[src/rtl/hud_pkg.sv]
// hud_pkg: constants and types shared by the HUD overlay blocks.
//   SPRITE_SIZE  - heart sprite edge length in pixels
//   TRANSPARENT  - RGB222 colour key meaning "no pixel"
//   GREY_RGB     - per-channel colour used for lost hearts
//   draw_mode_t  - how a slot pixel is to be drawn (NONE, FULL, GREY)
//   hud_state_t  - blink controller state (IDLE, BLINK)
package hud_pkg;

  localparam int         SPRITE_SIZE = 16;
  localparam logic [5:0] TRANSPARENT = 6'b000000;
  localparam logic [2:0] GREY_RGB    = 3'b010;

  typedef enum logic [1:0] {
    NONE = 2'd0,
    FULL = 2'd1,
    GREY = 2'd2
  } draw_mode_t;

  typedef enum logic {
    IDLE  = 1'b0,
    BLINK = 1'b1
  } hud_state_t;

endpackage

[src/rtl/heart_sprite_rom.sv]
// heart_sprite_rom: 16x16 RGB222 heart sprite with a one-clock read.
//   clk         in  - pixel clock
//   sprite_x    in  - texel column 0..15
//   sprite_y    in  - texel row 0..15
//   pixel_data  out - registered RGB222 texel, 6'b000000 = transparent
module heart_sprite_rom (
  input  logic       clk,
  input  logic [3:0] sprite_x,
  input  logic [3:0] sprite_y,
  output logic [5:0] pixel_data
);

  // Shape mask: bit 15 is column 0. Every opaque texel is solid red.
  localparam logic [5:0] HEART_RGB = 6'b110000;

  logic [15:0] w_row;
  logic        w_opaque;

  always_comb begin
    w_row = 16'h0000;
    case (sprite_y)
      4'd1:    w_row = 16'h3838;
      4'd2:    w_row = 16'h7C7C;
      4'd3:    w_row = 16'hFEFE;
      4'd4:    w_row = 16'hFFFE;
      4'd5:    w_row = 16'hFFFE;
      4'd6:    w_row = 16'hFFFE;
      4'd7:    w_row = 16'h7FFC;
      4'd8:    w_row = 16'h3FF8;
      4'd9:    w_row = 16'h1FF0;
      4'd10:   w_row = 16'h0FE0;
      4'd11:   w_row = 16'h07C0;
      4'd12:   w_row = 16'h0380;
      4'd13:   w_row = 16'h0100;
      default: w_row = 16'h0000;
    endcase
  end

  assign w_opaque = w_row[4'd15 - sprite_x];

  always_ff @(posedge clk) begin
    pixel_data <= w_opaque ? HEART_RGB : 6'b000000;
  end

endmodule

[src/rtl/lives_hud.sv]
// lives_hud: row of heart sprites showing the remaining lives, with lost
// hearts drawn grey (or hidden) and newly lost hearts blinking.
//   clk          in  - pixel clock
//   rst_n        in  - asynchronous active-low reset
//   lives        in  - life count, sampled only on frame_start
//   frame_start  in  - one-cycle pulse at the start of vertical blank
//   h_count      in  - current column
//   v_count      in  - current row
//   pix_valid    out - opaque HUD pixel present, 2 clocks after h/v_count
//   vga_r/g/b    out - pixel colour, 0 whenever pix_valid is 0
module lives_hud
  import hud_pkg::*;
#(
  parameter int MAX_LIVES    = 5,
  parameter int LIVES_W      = 3,
  parameter int X_START      = 160,
  parameter int Y_POS        = 460,
  parameter int PITCH_LOG2   = 5,
  parameter int BLINK_FRAMES = 60,
  parameter int BLINK_PERIOD = 8,
  parameter bit SHOW_EMPTY   = 1'b1
) (
  input  logic               clk,
  input  logic               rst_n,
  input  logic [LIVES_W-1:0] lives,
  input  logic               frame_start,
  input  logic [9:0]         h_count,
  input  logic [8:0]         v_count,
  output logic               pix_valid,
  output logic [2:0]         vga_r,
  output logic [2:0]         vga_g,
  output logic [2:0]         vga_b
);

  localparam int FC_W = $clog2(BLINK_FRAMES + 1);
  localparam int PC_W = $clog2(BLINK_PERIOD + 1);

  localparam logic [FC_W-1:0]    FC_LOAD    = FC_W'(BLINK_FRAMES - 1);
  localparam logic [PC_W-1:0]    PC_LAST    = PC_W'(BLINK_PERIOD - 1);
  localparam logic [LIVES_W-1:0] MAX_L      = LIVES_W'(MAX_LIVES);
  localparam logic [9:0]         X0         = 10'(X_START);
  localparam logic [9:0]         Y0         = 10'(Y_POS);
  localparam logic [9:0]         SPR        = 10'(SPRITE_SIZE);
  localparam logic [9:0]         N_SLOTS    = 10'(MAX_LIVES);
  localparam logic [9:0]         PITCH_MASK = 10'((1 << PITCH_LOG2) - 1);

  if ((MAX_LIVES < 1) || (MAX_LIVES > 7) || (PITCH_LOG2 < 4) ||
      (MAX_LIVES * (1 << PITCH_LOG2) + X_START > 640) ||
      (Y_POS + SPRITE_SIZE > 480) || (MAX_LIVES >= (1 << LIVES_W))) begin : g_bad_params
    $error("lives_hud: parameters place the heart row outside 640x480 or out of range");
  end

  // ---------------- blink controller (frame_start domain) ----------------
  hud_state_t         r_state;
  logic [LIVES_W-1:0] r_lives_q;
  logic [LIVES_W-1:0] r_blink_lo;
  logic [LIVES_W-1:0] r_blink_hi;
  logic [FC_W-1:0]    r_frame_cnt;
  logic [PC_W-1:0]    r_per_cnt;
  logic               r_phase;
  logic [LIVES_W-1:0] w_new;

  assign w_new = (lives > MAX_L) ? MAX_L : lives;

  always_ff @(posedge clk or negedge rst_n) begin
    if (!rst_n) begin
      r_state     <= IDLE;
      r_lives_q   <= '0;
      r_blink_lo  <= '0;
      r_blink_hi  <= '0;
      r_frame_cnt <= '0;
      r_per_cnt   <= '0;
      r_phase     <= 1'b0;
    end else if (frame_start) begin
      r_lives_q <= w_new;
      if (w_new < r_lives_q) begin
        // A loss starts or restarts the blink. The upper bound is only set
        // from IDLE so a second loss widens the blinking range downward.
        r_state     <= BLINK;
        r_blink_lo  <= w_new;
        if (r_state == IDLE) r_blink_hi <= r_lives_q - 1'b1;
        r_frame_cnt <= FC_LOAD;
        r_per_cnt   <= '0;
        r_phase     <= 1'b0;
      end else if (r_state == BLINK) begin
        if (w_new > r_lives_q) begin
          r_state <= IDLE;
        end else if (r_frame_cnt == '0) begin
          r_state <= IDLE;
        end else begin
          r_frame_cnt <= r_frame_cnt - 1'b1;
          if (r_per_cnt == PC_LAST) begin
            r_per_cnt <= '0;
            r_phase   <= ~r_phase;
          end else begin
            r_per_cnt <= r_per_cnt + 1'b1;
          end
        end
      end
    end
  end

  // ---------------- stage 0: slot decode ----------------
  logic [9:0] w_dx;
  logic [9:0] w_dy;
  logic [9:0] w_slot;
  logic       w_in_win;
  logic       w_full;
  logic       w_blinking;
  draw_mode_t w_mode;

  // Subtractions wrap when left of / above the row; the >= tests reject that.
  assign w_dx   = h_count - X0;
  assign w_dy   = {1'b0, v_count} - Y0;
  assign w_slot = w_dx >> PITCH_LOG2;

  assign w_in_win = (h_count >= X0) && (w_slot < N_SLOTS) &&
                    ((w_dx & PITCH_MASK) < SPR) &&
                    ({1'b0, v_count} >= Y0) && (w_dy < SPR);

  assign w_full     = w_slot < 10'(r_lives_q);
  assign w_blinking = (r_state == BLINK) &&
                      (w_slot >= 10'(r_blink_lo)) && (w_slot <= 10'(r_blink_hi));

  always_comb begin
    w_mode = NONE;
    if (!w_in_win)       w_mode = NONE;
    else if (w_full)     w_mode = FULL;
    else if (w_blinking) w_mode = r_phase ? FULL : NONE;
    else                 w_mode = SHOW_EMPTY ? GREY : NONE;
  end

  // ---------------- stage 1: ROM read + draw mode ----------------
  logic [5:0] w_texel;
  draw_mode_t r_mode_s1;

  heart_sprite_rom u_rom (
    .clk        (clk),
    .sprite_x   (w_dx[3:0]),
    .sprite_y   (w_dy[3:0]),
    .pixel_data (w_texel)
  );

  always_ff @(posedge clk or negedge rst_n) begin
    if (!rst_n) r_mode_s1 <= NONE;
    else        r_mode_s1 <= w_mode;
  end

  // ---------------- stage 2: colour out ----------------
  always_ff @(posedge clk or negedge rst_n) begin
    if (!rst_n) begin
      pix_valid <= 1'b0;
      vga_r     <= 3'b000;
      vga_g     <= 3'b000;
      vga_b     <= 3'b000;
    end else if ((r_mode_s1 == NONE) || (w_texel == TRANSPARENT)) begin
      pix_valid <= 1'b0;
      vga_r     <= 3'b000;
      vga_g     <= 3'b000;
      vga_b     <= 3'b000;
    end else if (r_mode_s1 == GREY) begin
      pix_valid <= 1'b1;
      vga_r     <= GREY_RGB;
      vga_g     <= GREY_RGB;
      vga_b     <= GREY_RGB;
    end else begin
      pix_valid <= 1'b1;
      vga_r     <= {w_texel[5:4], 1'b0};
      vga_g     <= {w_texel[3:2], 1'b0};
      vga_b     <= {w_texel[1:0], 1'b0};
    end
  end

endmodule

[config.mk]
export PLATFORM = sky130hd
export DESIGN_NAME = lives_hud
export DESIGN_NICKNAME = d
export VERILOG_FILES = /design/src/rtl/hud_pkg.sv /design/src/rtl/heart_sprite_rom.sv /design/src/rtl/lives_hud.sv
export SDC_FILE = /design/constraint.sdc
export NUM_CORES = 1
export LEC_CHECK = 0
export ABC_AREA = 1
export CORE_ASPECT_RATIO = 0.6
export CORE_MARGIN = 4
export CORE_UTILIZATION = 45
export DETAILED_ROUTE_END_ITERATION = 12
export GPL_ROUTABILITY_DRIVEN = 0
export GPL_TIMING_DRIVEN = 0
export PLACE_DENSITY = 0.8
export SYNTH_ARGS = -nofsm -noshare
export SYNTH_HDL_FRONTEND = slang
export SYNTH_SLANG_ARGS = --single-unit
[constraint.sdc]
create_clock -name clk -period 1.6 [get_ports clk]
set_clock_uncertainty 0.2 [all_clocks]
set_input_delay 0.32 -clock clk [delete_from_list [all_inputs] [get_ports clk]]
set_output_delay 0.32 -clock clk [all_outputs]
set_load 0.005 [all_outputs]
## Word-level counts from Yosys, hierarchy flattened

Memories as Yosys holds them, arrays and structs flattened.
Index checks and enable logic that the tools add are counted.

- Input port bits: 25
- Logic and storage cells: 87
- Memories kept: 1
- Output and inout port bits: 10
- Register bits: 39
- ROM bits: 240

Memory list:

| name | words | bits a word | read ports | clocked after Yosys merged registers in | wr ports | RTL line | text |
|---|---|---|---|---|---|---|---|
| (no name shown) | 16 | 15 | 1 | 0 | 0 | heart_sprite_rom.sv:21 | `case (sprite_y)` |

- Reductions and logical operators: 16
- Magnitude comparators: 12
- Bitwise gates (word level): 2
- Equal/unequal tests: 4
- $add $sub $neg: 6
- Mux-type cells: 33

Operator list:

| cell | count |
|---|---|
| $mux 6 | 5 |
| $mux 3 | 7 |
| $mux 4 | 5 |
| $logic_not 6->1 | 2 |
| $mux 1 | 12 |
| $ge 10x8->1 const B | 1 |
| $lt 10x5->1 const B | 1 |
| $sub 10x8->10 const B | 1 |
| $sub 9x9->10 const B | 1 |
| $ge 9x9->1 const B | 1 |
| $logic_and 1x1->1 | 6 |
| $mux 2 | 3 |
| $sub 6x1->6 const B | 1 |
| $ge 5x3->1 | 1 |
| $le 5x3->1 | 1 |
| $lt 4x5->1 const B | 1 |
| $lt 5x3->1 | 1 |
| $lt 5x3->1 const B | 1 |
| $lt 5x5->1 const B | 1 |
| $reduce_and 5->1 | 1 |
| $add 4x1->4 const B | 1 |
| $bmux 1 s4 | 1 |
| $eq 4x3->1 const B | 1 |
| $ne 2x2->1 const B | 2 |
| 13 further kinds | 15 |

## Depth between registers and ports, before layout

Gate-level depths: netlist of run 1.

- Word-level depth: 7
- Gate-level depth with buffers: 13
- Gate-level depth less buffers: 13

## Hierarchy

From an unflattened synthesis of run 1, not the netlist that was laid out.

- Cell total of the unflattened synthesis: 293
- Area, all modules: 2114.5 sq um

By module, submodules not included:

| module | sequential area each (sq um) | cells an instance | times used | area an instance (sq um) |
|---|---|---|---|---|
| lives_hud | 750.7 | 226 | 1 | 1794.2 |
| heart_sprite_rom | 20.0 | 67 | 1 | 320.3 |

## Worst setup path before layout of run 1

OpenSTA, ideal clock, no wires.

- Kind: input -> register
- From: input port h_count[5]
- To: register r_mode_s1[1]
- Library setup time: 0.122 ns
- Arrival: 1.476 ns
- Stages: 10
- Data required time: 1.278 ns
- Buffers on the path: 0
- Slack: -0.198 ns
- Cells stage by stage: inv_1 -> ha_1 -> xnor2_1 -> ha_1 -> nand2_1 -> nand2_1 -> nand2_1 -> nand2_1 -> nor3_1 -> nor2_1

- Cells in the longest elaborated chain, start to end: 7
- Elaborated cells on any way between the ends: 15
- Those cells by class: add/sub: 1; order compare: 5; mux: 3; reduce/logical: 6

RTL lines:

| what | RTL line | text |
|---|---|---|
| start: declaration | lives_hud.sv:27 | `input logic [9:0] h_count,` |
| $sub 10x8->10 | lives_hud.sv:113 | `assign w_dx = h_count - X0;` |
| $ge 5x3->1 / $lt 5x3->1 (equally long branches) | lives_hud.sv:123, lives_hud.sv:117 |  |
| $logic_and 1x1->1, on equally long branches | lives_hud.sv:122, lives_hud.sv:117 |  |
| $logic_and 1x1->1, on equally long branches | lives_hud.sv:123, lives_hud.sv:117 |  |
| $mux 2 / $logic_and 1x1->1 (equally long branches) | lives_hud.sv:129, lives_hud.sv:118 |  |
| $mux 2 / $logic_and 1x1->1 (equally long branches) | lives_hud.sv:128, lives_hud.sv:119 |  |
| $mux 2 * | lives_hud.sv:127 | `if (!w_in_win) w_mode = NONE;` |
| net w_mode[1] | lives_hud.sv:110 | `draw_mode_t w_mode;` |
| end signal: assignment | lives_hud.sv:146 | `else r_mode_s1 <= w_mode;` |
| end: declaration | lives_hud.sv:135 | `draw_mode_t r_mode_s1;` |

Mark *: on every way through the listed nets, which the timed path passes. The rest lies on a longest branch.
A chain may end at the register's enable or synchronous reset.

## Worst setup path in the final report of run 1

- From: register r_lives_q[2]
- To: register r_phase

- Cells in the longest elaborated chain, start to end: 3
- Elaborated cells on any way between the ends: 8
- Those cells by class: order compare: 2; eq/ne: 2; mux: 1; reduce/logical: 3

RTL lines:

| what | RTL line | text |
|---|---|---|
| start: declaration | lives_hud.sv:55 | `logic [LIVES_W-1:0] r_lives_q;` |
| start signal: assignment | lives_hud.sv:75 | `r_lives_q <= w_new;` |
| $lt 3x3->1 / $gt 3x3->1 (equally long branches) | lives_hud.sv:76, lives_hud.sv:86 |  |
| $ne 2x2->1 (no line) / $reduce_bool 2->1 (equally long branches) | n/a |  |
| $reduce_and 5->1 (no line) | n/a |  |
| end signal: assignment | lives_hud.sv:94 | `r_phase <= ~r_phase;` |
| end: declaration | lives_hud.sv:60 | `logic r_phase;` |

Several ways; a longest one is shown, not always the timed one.

==> metrics.txt, run 1 <==
met2 usage 29.5%; Hold Crit Class input pin to flop; fin. max-slew vios 0; Core Area 0.00417 mm^2; Max Root-Sink Buffers 2; Worst Setup Path Type flop to flop; worst endpoint required time 1.59 ns; met3 Usage GRT 3.81%; Starting Density 47.5%; post-layout min period 1.87 ns; DRT iter0 DRCs 90; final WL 4960 um; mean post-synth cell area 7.30 um^2; overall routing resource usage 18.0%; combinational share of power 42.7%; CTS tree built; Setup-failing EPs final 18; Critical Path Source Type flop; met1 Track Usage GR 24.9%; switching share of total power 36.2%; Worst slew margin 59.3%; fin cells 388; synth warn 0; Fin. Hold Viols 0; crit path capture type flop; Vias per Instance 4.81; first-pass GRT wire length 7810 um; root buffer cell clkbuf_8; failing checks setup timing; Worst-path clk slew 0.10 ns; dpl cells 364; final core utilization 70.5%; Synth cell types 31; maximum vdd drop 0.000529 V; power share of the clock group 21.5%; Vias 1867; Fill cells 314; final setup margin -0.265 ns; Worst Max-Slew Pin Slew 0.610 ns; Worst Path Arrival 1.85 ns; post-DP HPWL 3250 um; Final #Nets 370; Clock Sinks 28; num rows 18; initial antenna violation count 0; Die Span X 93.6 um; die area 0.00556 mm^2; drt first pass iters 4; mapped cell area 0.00198 mm^2; busiest grt layer met2; largest net degree at the start of global routing 28; internal power 1.70 mW; sequential area share after synthesis 35.1%; Peak Freq 0.536 GHz; PwrDens 906 mW/mm^2; layout cells sized above 1 31.7%; H-tree depth 1; worst-skew pair later-pin latency 0.29 ns; Hold WS 0.260 ns; P_leak 1.49 nW; Synth Register Bits 28; vias in the first global route 1709; outcome finished with violations; diode count 0; Residual DRC 0; Mapped Cells 271; sequential group share of total power 35.8%; CP max FO 4; final period utilization 117%; P_sw 0.962 mW; drt wl/cell 12.8 um; CTS Buf Count 3; Area growth, synth to finish 48.4%; IO Pins 35; GR Overflow Total 0; ANT nets after route 0; RSZ-0062 raised after global routing true; Max Cap Violations 0; port bufs 29; chip height 59.4 um
[cells by family after synthesis]
kind of cell	Yosys count	synth area share, %
DFF	28	35.1
xor gates and xnor gates	8	3.54
other	1	0.189
and+or+nand+nor	127	28.3
buffers and inverters	55	12.4
AOI/OAI and AO/OA	36	10.3
adders and majority gates	16	10.1
[routing by layer]
layer	vias up	wire length [um]
met5	-	0
met4	0	19
met3	2	173
met2	36	2470
met1	865	2300
li1	964	-
[cell usage in the layout (no fill, tap or decap), drive strengths merged, types with 3 or more instances in the layout]
| cell type | instances |
|---|---|
| a21oi | 9 |
| buf | 31 |
| clkbuf | 4 |
| clkdlybuf4s15 | 6 |
| clkdlybuf4s50 | 12 |
| conb | 5 |
| dfrtp | 27 |
| dlygate4sd2 | 6 |
| ha | 16 |
| inv | 45 |
| nand2 | 77 |
| nand3 | 17 |
| nand4 | 3 |
| nor2 | 23 |
| nor3 | 4 |
| o21ai | 22 |
| xor2 | 6 |
[sequential cells by signal (all words and copies together) (netlist names), 2 cells and up]
| signal | flops |
|---|---|
| r_lives_q | 3 |
| r_per_cnt | 4 |
| r_mode_s1 | 2 |
| r_frame_cnt | 6 |
| r_blink_hi | 3 |
| vga_r | 2 |
| r_blink_lo | 3 |
[path summary, 6_finish.rpt]
check / end / startpoint / depth (start not counted) / slack, ns
setup / recovery: r_phase$_DFFE_PN0P_ / r_lives_q[2]$_DFFE_PN0P_ / 13 / -0.27
hold / removal: r_lives_q[2]$_DFFE_PN0P_ / lives[2] / 3 / 0.26
setup reg to reg: r_phase$_DFFE_PN0P_ / r_lives_q[2]$_DFFE_PN0P_ / 13 / -0.27
hold reg to reg: vga_b[1]$_DFF_PN0_ / r_mode_s1[0]$_DFF_PN0_ / 1 / 0.27
max in group asynchronous: r_lives_q[0]$_DFFE_PN0P_ / rst_n / 2 / 0.38
min in group asynchronous: pix_valid$_DFF_PN0_ / rst_n / 2 / 0.37
[cells in the mapped netlist, drive strengths merged]
| cell type | n | area [um^2] |
|---|---|---|
| dfxtp | 1 | 20.0 |
| o21ai | 22 | 118 |
| o211ai | 2 | 15.0 |
| conb | 1 | 3.75 |
| xor2 | 6 | 52.6 |
| nand2 | 77 | 304 |
| nor3 | 4 | 20.0 |
| nor2 | 23 | 96.4 |
| nand4 | 3 | 33.8 |
| dfrtp | 27 | 676 |
| clkbuf | 1 | 3.75 |
| o22ai | 1 | 6.26 |
| a21oi | 9 | 45.0 |
| or2 | 1 | 6.26 |
| inv | 45 | 171 |
| nand3b | 2 | 15.0 |
| ha | 16 | 200 |
| buf | 9 | 70.1 |
| nand3 | 17 | 85.1 |
| xnor2 | 2 | 17.5 |
| a22oi | 1 | 12.5 |
| a21o | 1 | 7.51 |
[repair_timing]
action / 4_1_cts / 5_1_grt
cloned: 1 / 0
gates resized for setup: 63 / 47
endpoints found under the setup margin: 53 / 21
endpoints found under the hold margin: 0 / 27
hold buffers: 0 / 1
buffers inserted: 15 / 5
pin swaps: 15 / 19
[through the flow]
step | setup TNS (ns) | cell area [um^2] | power (mW) | worst slack, ns
after floorplan | -1.53 | 2100 | 1.55 | -0.131
after global placement | -28.07 | 2460 | 1.75 | -0.936
after detailed placement | -29.31 | 2460 | 1.79 | -0.957
after CTS | -3.58 | 2790 | 2.52 | -0.265
after global routing | -4.97 | 2940 | 2.85 | -0.339
final | -3.44 | 2940 | 2.66 | -0.265
[worst max-delay path, stage by stage (launching register included)]
cell and delay, ns:
dfrtp_1 0.40, inv_2 0.09, ha_4 0.21, nand2_4 0.08, nor2_4 0.04, nor2_4 0.09, nand2_4 0.08, nor2_4 0.13
inv_4 0.07, nand2_8 0.08, buf_6 0.11, nand2_2 0.05, nand2_1 0.08, o21ai_2 0.05
[area by class of cell]
class                      instances  area [um^2]  area share [%]
clock buffer                       3         41.3            1.41
multi-input combinational        192         1330            45.1
sequential                        28          697            23.7
inverter                          45          214            7.28
clock inverter                     1         30.0            1.02
tap                               60         75.1            2.56
buffer                             9         70.1            2.39
timing repair buffer              50          484            16.5
[power by group through the flow]
stage                     sequential [mW]  clock [mW]  combinational, mW
after global routing                0.969       0.603               1.28
after global placement              0.953           0              0.799
final                               0.953       0.571               1.14
after CTS                           0.945       0.578              0.994
after detailed placement            0.958           0              0.827
after floorplan                     0.935           0              0.611
(Power assumes the default switching activity.)
==> run 2, diff against run 1 <==
--- a/config.mk
+++ b/config.mk
@@ -16,3 +16,4 @@
 export SYNTH_ARGS = -nofsm -noshare
 export SYNTH_HDL_FRONTEND = slang
 export SYNTH_SLANG_ARGS = --single-unit
+export TNS_END_PERCENT = 10
==> run 2 against run 1 <==
Against the previous run:
- critical path depth down 4
- total power down 3.6%
- largest cell class unchanged
- cell count down 0.52%
- worst hold slack worse by 0.0065 ns
- the run still ends with setup timing left
- global-route usage up 0.85 points
- highest routed layer unchanged
- clock power down 1%
==> metrics.txt, run 2 (synthesis gave the netlist of run 1 again) <==
internal power 1.66 mW; Biggest register r_frame_cnt; CP peak stage delay 0.46 ns; root buffer cell clkbuf_8; final WL 4910 um; Clock Sinks 28; switching share of total power 35.1%; PwrDens 923 mW/mm^2; ANT nets after route 0; drt wl/cell 12.7 um; P_leak 1.44 nW; combinational share of power 40.8%; worst endpoint required time 1.61 ns; die area 0.00556 mm^2; Worst Max-Slew Pin Slew 0.679 ns; RSZ-0062 raised after global routing true; overall routing resource usage 18.8%; diode count 0; CTS Buf Count 3; fin area 0.00278 mm^2; port bufs 29; fin cells 386; Hold Crit Class flop to flop; Max Cap Violations 0; placed cell area 0.00237 mm^2; Max Root-Sink Buffers 2; chip height 59.4 um; maximum vdd drop 0.000661 V; fin. max-slew vios 0; Core Area 0.00417 mm^2; Top Registers r_frame_cnt (6), r_per_cnt (4); CP max FO 5; met3 routed WL 246 um; Worst Path Arrival 1.87 ns; first-pass GRT wire length 8250 um; Worst Setup Path Type flop to flop; P_sw 0.899 mW; vias in the first global route 1865; Die Span X 93.6 um; Fin. Hold Viols 0; worst path cell trace ha_2, inv_1, nor2_2, nand4_4, nand2_4, buf_12, buf_8, nand2_1, o21ai_1; post-layout min period 1.87 ns; failing checks setup timing; drt first pass iters 4; Worst slew margin 54.7%; Vias per Instance 4.91; top sig layer met4; post-DP HPWL 3400 um; worst-skew pair later-pin latency 0.28 ns; metal2 WL 2330 um; CP max-delay cell dfrtp_2; IO Pins 35; GR Overflow Total 0; final period utilization 117%; H-tree depth 1; max reg flops 6; met1 WL 2290 um; Residual DRC 0; num rows 18; Setup-failing EPs final 20; CTS tree built; Vias 1895; commonest non-fill, non-tap cell in the layout nand2_1; most frequent cells in the layout 71 x nand2_1, 35 x inv_1, 26 x dfrtp_1; Worst-path clk slew 0.10 ns; Final #Nets 368; initial antenna violation count 0; power share of the clock group 22.0%; final setup margin -0.266 ns; dpl cells 364; Critical Path Source Type flop; Peak Freq 0.536 GHz; sequential group share of total power 37.1%; DRT iter0 DRCs 70; layout cells sized above 1 23.9%; Area growth, synth to finish 40.3%; Starting Density 47.5%; outcome finished with violations; crit path capture type flop; largest net degree at the start of global routing 28
==> run 2: cell types whose count changed in the layout (fill, tap and decap cells not counted), sizes merged <==
cell / previous run / this run
buf: 31 / 29
clkbuf: 4 / 5
dlygate4sd2: 6 / 9
clkdlybuf4s50: 12 / 13
clkdlybuf4s15: 6 / 3
dlymetal6s2s: 2 / 0
==> run 2: repair_timing <==
| action | in CTS | in global routing |
|---|---|---|
| setup buffers | 13 | 4 |
| pin swaps | 20 | 6 |
| hold buffers | 0 | 1 |
| hold endpoints to repair | 0 | 27 |
| setup endpoints to repair | 53 | 21 |
| resized for setup | 68 | 9 |
| cloned | 1 | 0 |
==> run 2: final timing paths <==
check / startpoint / end / slack (ns) / depth (start not counted)
hold / removal: r_mode_s1[0]$_DFF_PN0_ / vga_b[1]$_DFF_PN0_ / 0.25 / 1
hold reg to reg: r_mode_s1[0]$_DFF_PN0_ / vga_b[1]$_DFF_PN0_ / 0.25 / 1
max in group asynchronous: rst_n / r_lives_q[0]$_DFFE_PN0P_ / 0.32 / 2
min in group asynchronous: rst_n / pix_valid$_DFF_PN0_ / 0.39 / 2
setup reg to reg: r_lives_q[0]$_DFFE_PN0P_ / r_frame_cnt[3]$_DFFE_PN0P_ / -0.27 / 9
setup / recovery: r_lives_q[0]$_DFFE_PN0P_ / r_frame_cnt[3]$_DFFE_PN0P_ / -0.27 / 9
==> run 2: cell type report <==
| cell class | count | area [um^2] |
|---|---|---|
| multi-input cells | 192 | 1210 |
| repair buffers | 48 | 473 |
| inverters | 45 | 176 |
| clock inverters | 1 | 30.0 |
| plain buffers | 9 | 76.3 |
| clock buffers | 3 | 41.3 |
| fillers | 366 | 1390 |
| well taps | 60 | 75.1 |
| flip-flops and latches | 28 | 697 |
==> run 2: power by group through the flow <==
stage	sequential (mW)	combinational, mW	clock (mW)
after floorplan	0.932	0.564	0
after global placement	0.949	0.746	0
after detailed placement	0.955	0.780	0
after CTS	0.946	1.00	0.574
after global routing	0.967	1.18	0.597
final	0.952	1.05	0.564
==> run 2: worst max-delay path, delay by kind of cell, from the launching register on <==
kind | cells | cell delay [ns]
DFF | 1 | 0.46
adders and majority gates | 1 | 0.32
and+or+nand+nor | 4 | 0.49
AOI/OAI and AO/OA | 1 | 0.07
buffers and inverters | 3 | 0.26
==> run 2: through the flow <==
stage	utilization (%)	worst slack [ns]	TNS [ns]	hold WS, ns	total power [mW]
after CTS	65.5	-0.279	-3.85	0.244	2.52
final	66.7	-0.266	-3.81	0.253	2.56
after global placement	56.8	-0.943	-27.31	0.226	1.69
after global routing	66.7	-0.342	-5.58	0.276	2.75
after floorplan	-	-0.189	-2.52	-0.176	1.50
after detailed placement	56.8	-0.963	-28.35	0.238	1.74
==> run 2: routing by layer <==
layer | vias up | global-route usage, %
met2 | 44 | 32.9
li1 | 956 | -
met3 | 8 | 4.70
met1 | 887 | 24.2
met5 | - | 0
met4 | 0 | 3.50
==> run 3, diff against run 2 <==
--- a/config.mk
+++ b/config.mk
@@ -12,8 +12,11 @@
 export DETAILED_ROUTE_END_ITERATION = 12
 export GPL_ROUTABILITY_DRIVEN = 0
 export GPL_TIMING_DRIVEN = 0
-export PLACE_DENSITY = 0.8
+export PLACE_DENSITY = 0.79
+export SKIP_LAST_GASP = 1
+export SLEW_MARGIN = 40
 export SYNTH_ARGS = -nofsm -noshare
 export SYNTH_HDL_FRONTEND = slang
+export SYNTH_HIERARCHICAL = 1
 export SYNTH_SLANG_ARGS = --single-unit
 export TNS_END_PERCENT = 10
==> run 3 against run 2 <==
Against the previous run:
- the flow still finishes with violations (setup timing)
- cell count increased by 8.0%
- global-route usage is 0.32 points higher
- synthesized area is 6.8% higher
- first-iteration DRC count grew 23%
- critical endpoint is now r_per_cnt[0]$_DFFE_PN0P_
- sequential power up 13%
- die area grew 6.1%
- largest cell class unchanged
- via count up 3.4%
- worst setup slack got worse by 0.026 ns
- combinational power is 14% higher
==> metrics.txt, run 3 <==
port bufs 31; initial antenna violation count 0; Max Root-Sink Buffers 2; most frequent cells in the layout 85 x nand2_1, 39 x inv_1, 29 x dfrtp_1; Tot Pwr 3.22 mW; Starting Density 48.9%; Fin. Hold Viols 0; worst path cell trace inv_2, ha_4, nand2_4, nor2_4, nor2_4, nand2_4, nor2_4, inv_2, nand2_4, buf_12, buf_16, nand2_1, nand2_1; root buffer cell clkbuf_8; post-layout min period 1.89 ns; ANT nets after route 0; most frequent cell after synthesis nand2_1; Post-synth top flop dfrtp_1; maximum vdd drop 0.000580 V; dpl cells 389; Max Cap Violations 0; Biggest register r_frame_cnt; die area 0.00590 mm^2; Worst Path Arrival 1.87 ns; max reg flops 6; Worst-path clk slew 0.07 ns; Critical Path Source Type flop; delay-heaviest family, CP simple AND/OR/NAND/NOR gates; Worst Max-Slew Pin Slew 0.686 ns; Die Span X 96.5 um; Multi-input gate area 0.00126 mm^2; first-pass GRT wire length 8500 um; share of the synthesized area in the top cell type 35.5%; Fill cells 341; final setup margin -0.292 ns; final core utilization 70.3%; mean post-synth cell area 7.22 um^2; worst-skew pair later-pin latency 0.29 ns; layout cells sized above 1 24.1%; final period utilization 118%; CTS tree built; CP max-delay cell dfrtp_1; num rows 18; PwrDens 1060 mW/mm^2; fin. max-slew vios 0; crit path capture type flop; Worst Setup Path Type flop to flop; EDFF count, synth 0; Core Area 0.00432 mm^2; DRT iter0 DRCs 86; drt wl/cell 12.0 um; post-DP HPWL 3400 um; Synth Register Bits 31; Post-synth ARST share 96.8%; Vias per Instance 4.70; commonest cells in the netlist 89 x nand2_1, 44 x inv_1, 30 x dfrtp_1, 18 x nor2_1, 18 x o21ai_0; largest net degree at the start of global routing 31; drt first pass iters 4; fin cells 417; Worst Path Buf+Inv 4; failing checks setup timing; sequential area share after synthesis 36.4%; Top Registers r_frame_cnt (6), r_per_cnt (4); Residual DRC 0; RSZ-0062 raised after global routing true; Vias 1960; CP max FO 5; Mapped Cells 293; diode count 0; Setup-failing EPs final 28; Clock Sinks 31; GR Overflow Total 0; IO Pins 35; vias in the first global route 1900; CTS Buf Count 5; commonest non-fill, non-tap cell in the layout nand2_1; H-tree depth 2; outcome finished with violations; final WL 5020 um; mapped cell area 0.00211 mm^2; Peak Freq 0.529 GHz; FF+latch area 772 um^2; overall routing resource usage 19.2%; chip height 61.1 um; Worst slew margin 54.2%; CP peak stage delay 0.37 ns; synth warn 6; Hold Crit Class input pin to flop; P_leak 1.56 nW; top cells by area, synth dfrtp_1 36%, nand2_1 16%, ha_1 9.5%; Final #Nets 397; Synth cell types 28; largest area contributor in the netlist dfrtp_1; Area growth, synth to finish 43.7%; worst endpoint required time 1.58 ns
-- run 3: path summary, 6_finish.rpt --
kind	start	end	slack (ns)	cells past startpoint
min	lives[2]	r_blink_lo[2]$_DFFE_PN0P_	0.19	3
max in group asynchronous	rst_n	r_lives_q[0]$_DFFE_PN0P_	0.31	2
min reg2reg	u_rom/pixel_data[4]$_DFF_P_	vga_r[1]$_DFF_PN0_	0.26	2
max	r_lives_q[2]$_DFFE_PN0P_	r_per_cnt[0]$_DFFE_PN0P_	-0.29	13
min in group asynchronous	rst_n	r_blink_hi[2]$_DFFE_PN0P_	0.40	2
max reg2reg	r_lives_q[2]$_DFFE_PN0P_	r_per_cnt[0]$_DFFE_PN0P_	-0.29	13
-- run 3: final cells by class --
| cell class | count | area share [%] |
|---|---|---|
| Buffer | 9 | 2.47 |
| Timing Repair Buffer | 51 | 17.1 |
| Tap cell | 60 | 2.47 |
| Multi-Input combinational cell | 210 | 41.6 |
| Clock buffer | 6 | 2.39 |
| Clock inverter | 2 | 1.98 |
| Inverter | 48 | 6.59 |
| Sequential cell | 31 | 25.4 |
-- run 3: kinds of logic (layout without fill, tap and decap cells) --
logic type | after synthesis | in the layout | share of synthesized area, %
buffers and inverters | 57 | 116 | 12.1
AOI/OAI and AO/OA | 35 | 35 | 8.70
xor gates and xnor gates | 7 | 7 | 2.90
other | 2 | 7 | 0.355
adders and majority gates | 16 | 16 | 9.47
and+or+nand+nor | 145 | 145 | 30.1
DFF | 31 | 31 | 36.4
-- run 3: where the power goes --
group	internal (mW)	switching, mW
logic	0.563	0.641
registers	0.958	0.126
clock network	0.623	0.309
-- run 3: per-layer routing --
layer  share of wire, %  GRT usage, %  up-vias
li1                   -             -     1028
met4                1.9          6.79        0
met5                  0             0        -
met3                3.9          3.79       12
met2                 46          31.4       46
met1                 49          25.7      874
-- run 3: metrics by stage --
step / hold WS, ns / setup WS, ns / TNS [ns] / cell area [um^2]
3_5_place_dp: 0.199 / -1.11 / -18.94 / 2570
3_3_place_gp: 0.255 / -1.12 / -34.88 / 2570
2_1_floorplan: -0.176 / -0.231 / -3.10 / 2190
5_1_grt: 0.188 / -0.344 / -6.38 / 3040
6_report: 0.193 / -0.292 / -4.39 / 3040
4_1_cts: 0.184 / -0.279 / -4.80 / 2980
-- run 3: what timing repair did --
action | CTS | global route
hold buffers | 1 | 0
setup buffers | 17 | 1
gates cloned | 1 | 0
setup endpoints to repair | 28 | 28
gates resized for setup | 46 | 15
pin swaps | 20 | 10
hold endpoints to repair | 30 | 0
-- run 3: tightest hold or removal path, cell delays in order --
cell and delay [ns]:
buf_2 0.17, nand2_1 0.08, o21ai_0 0.07
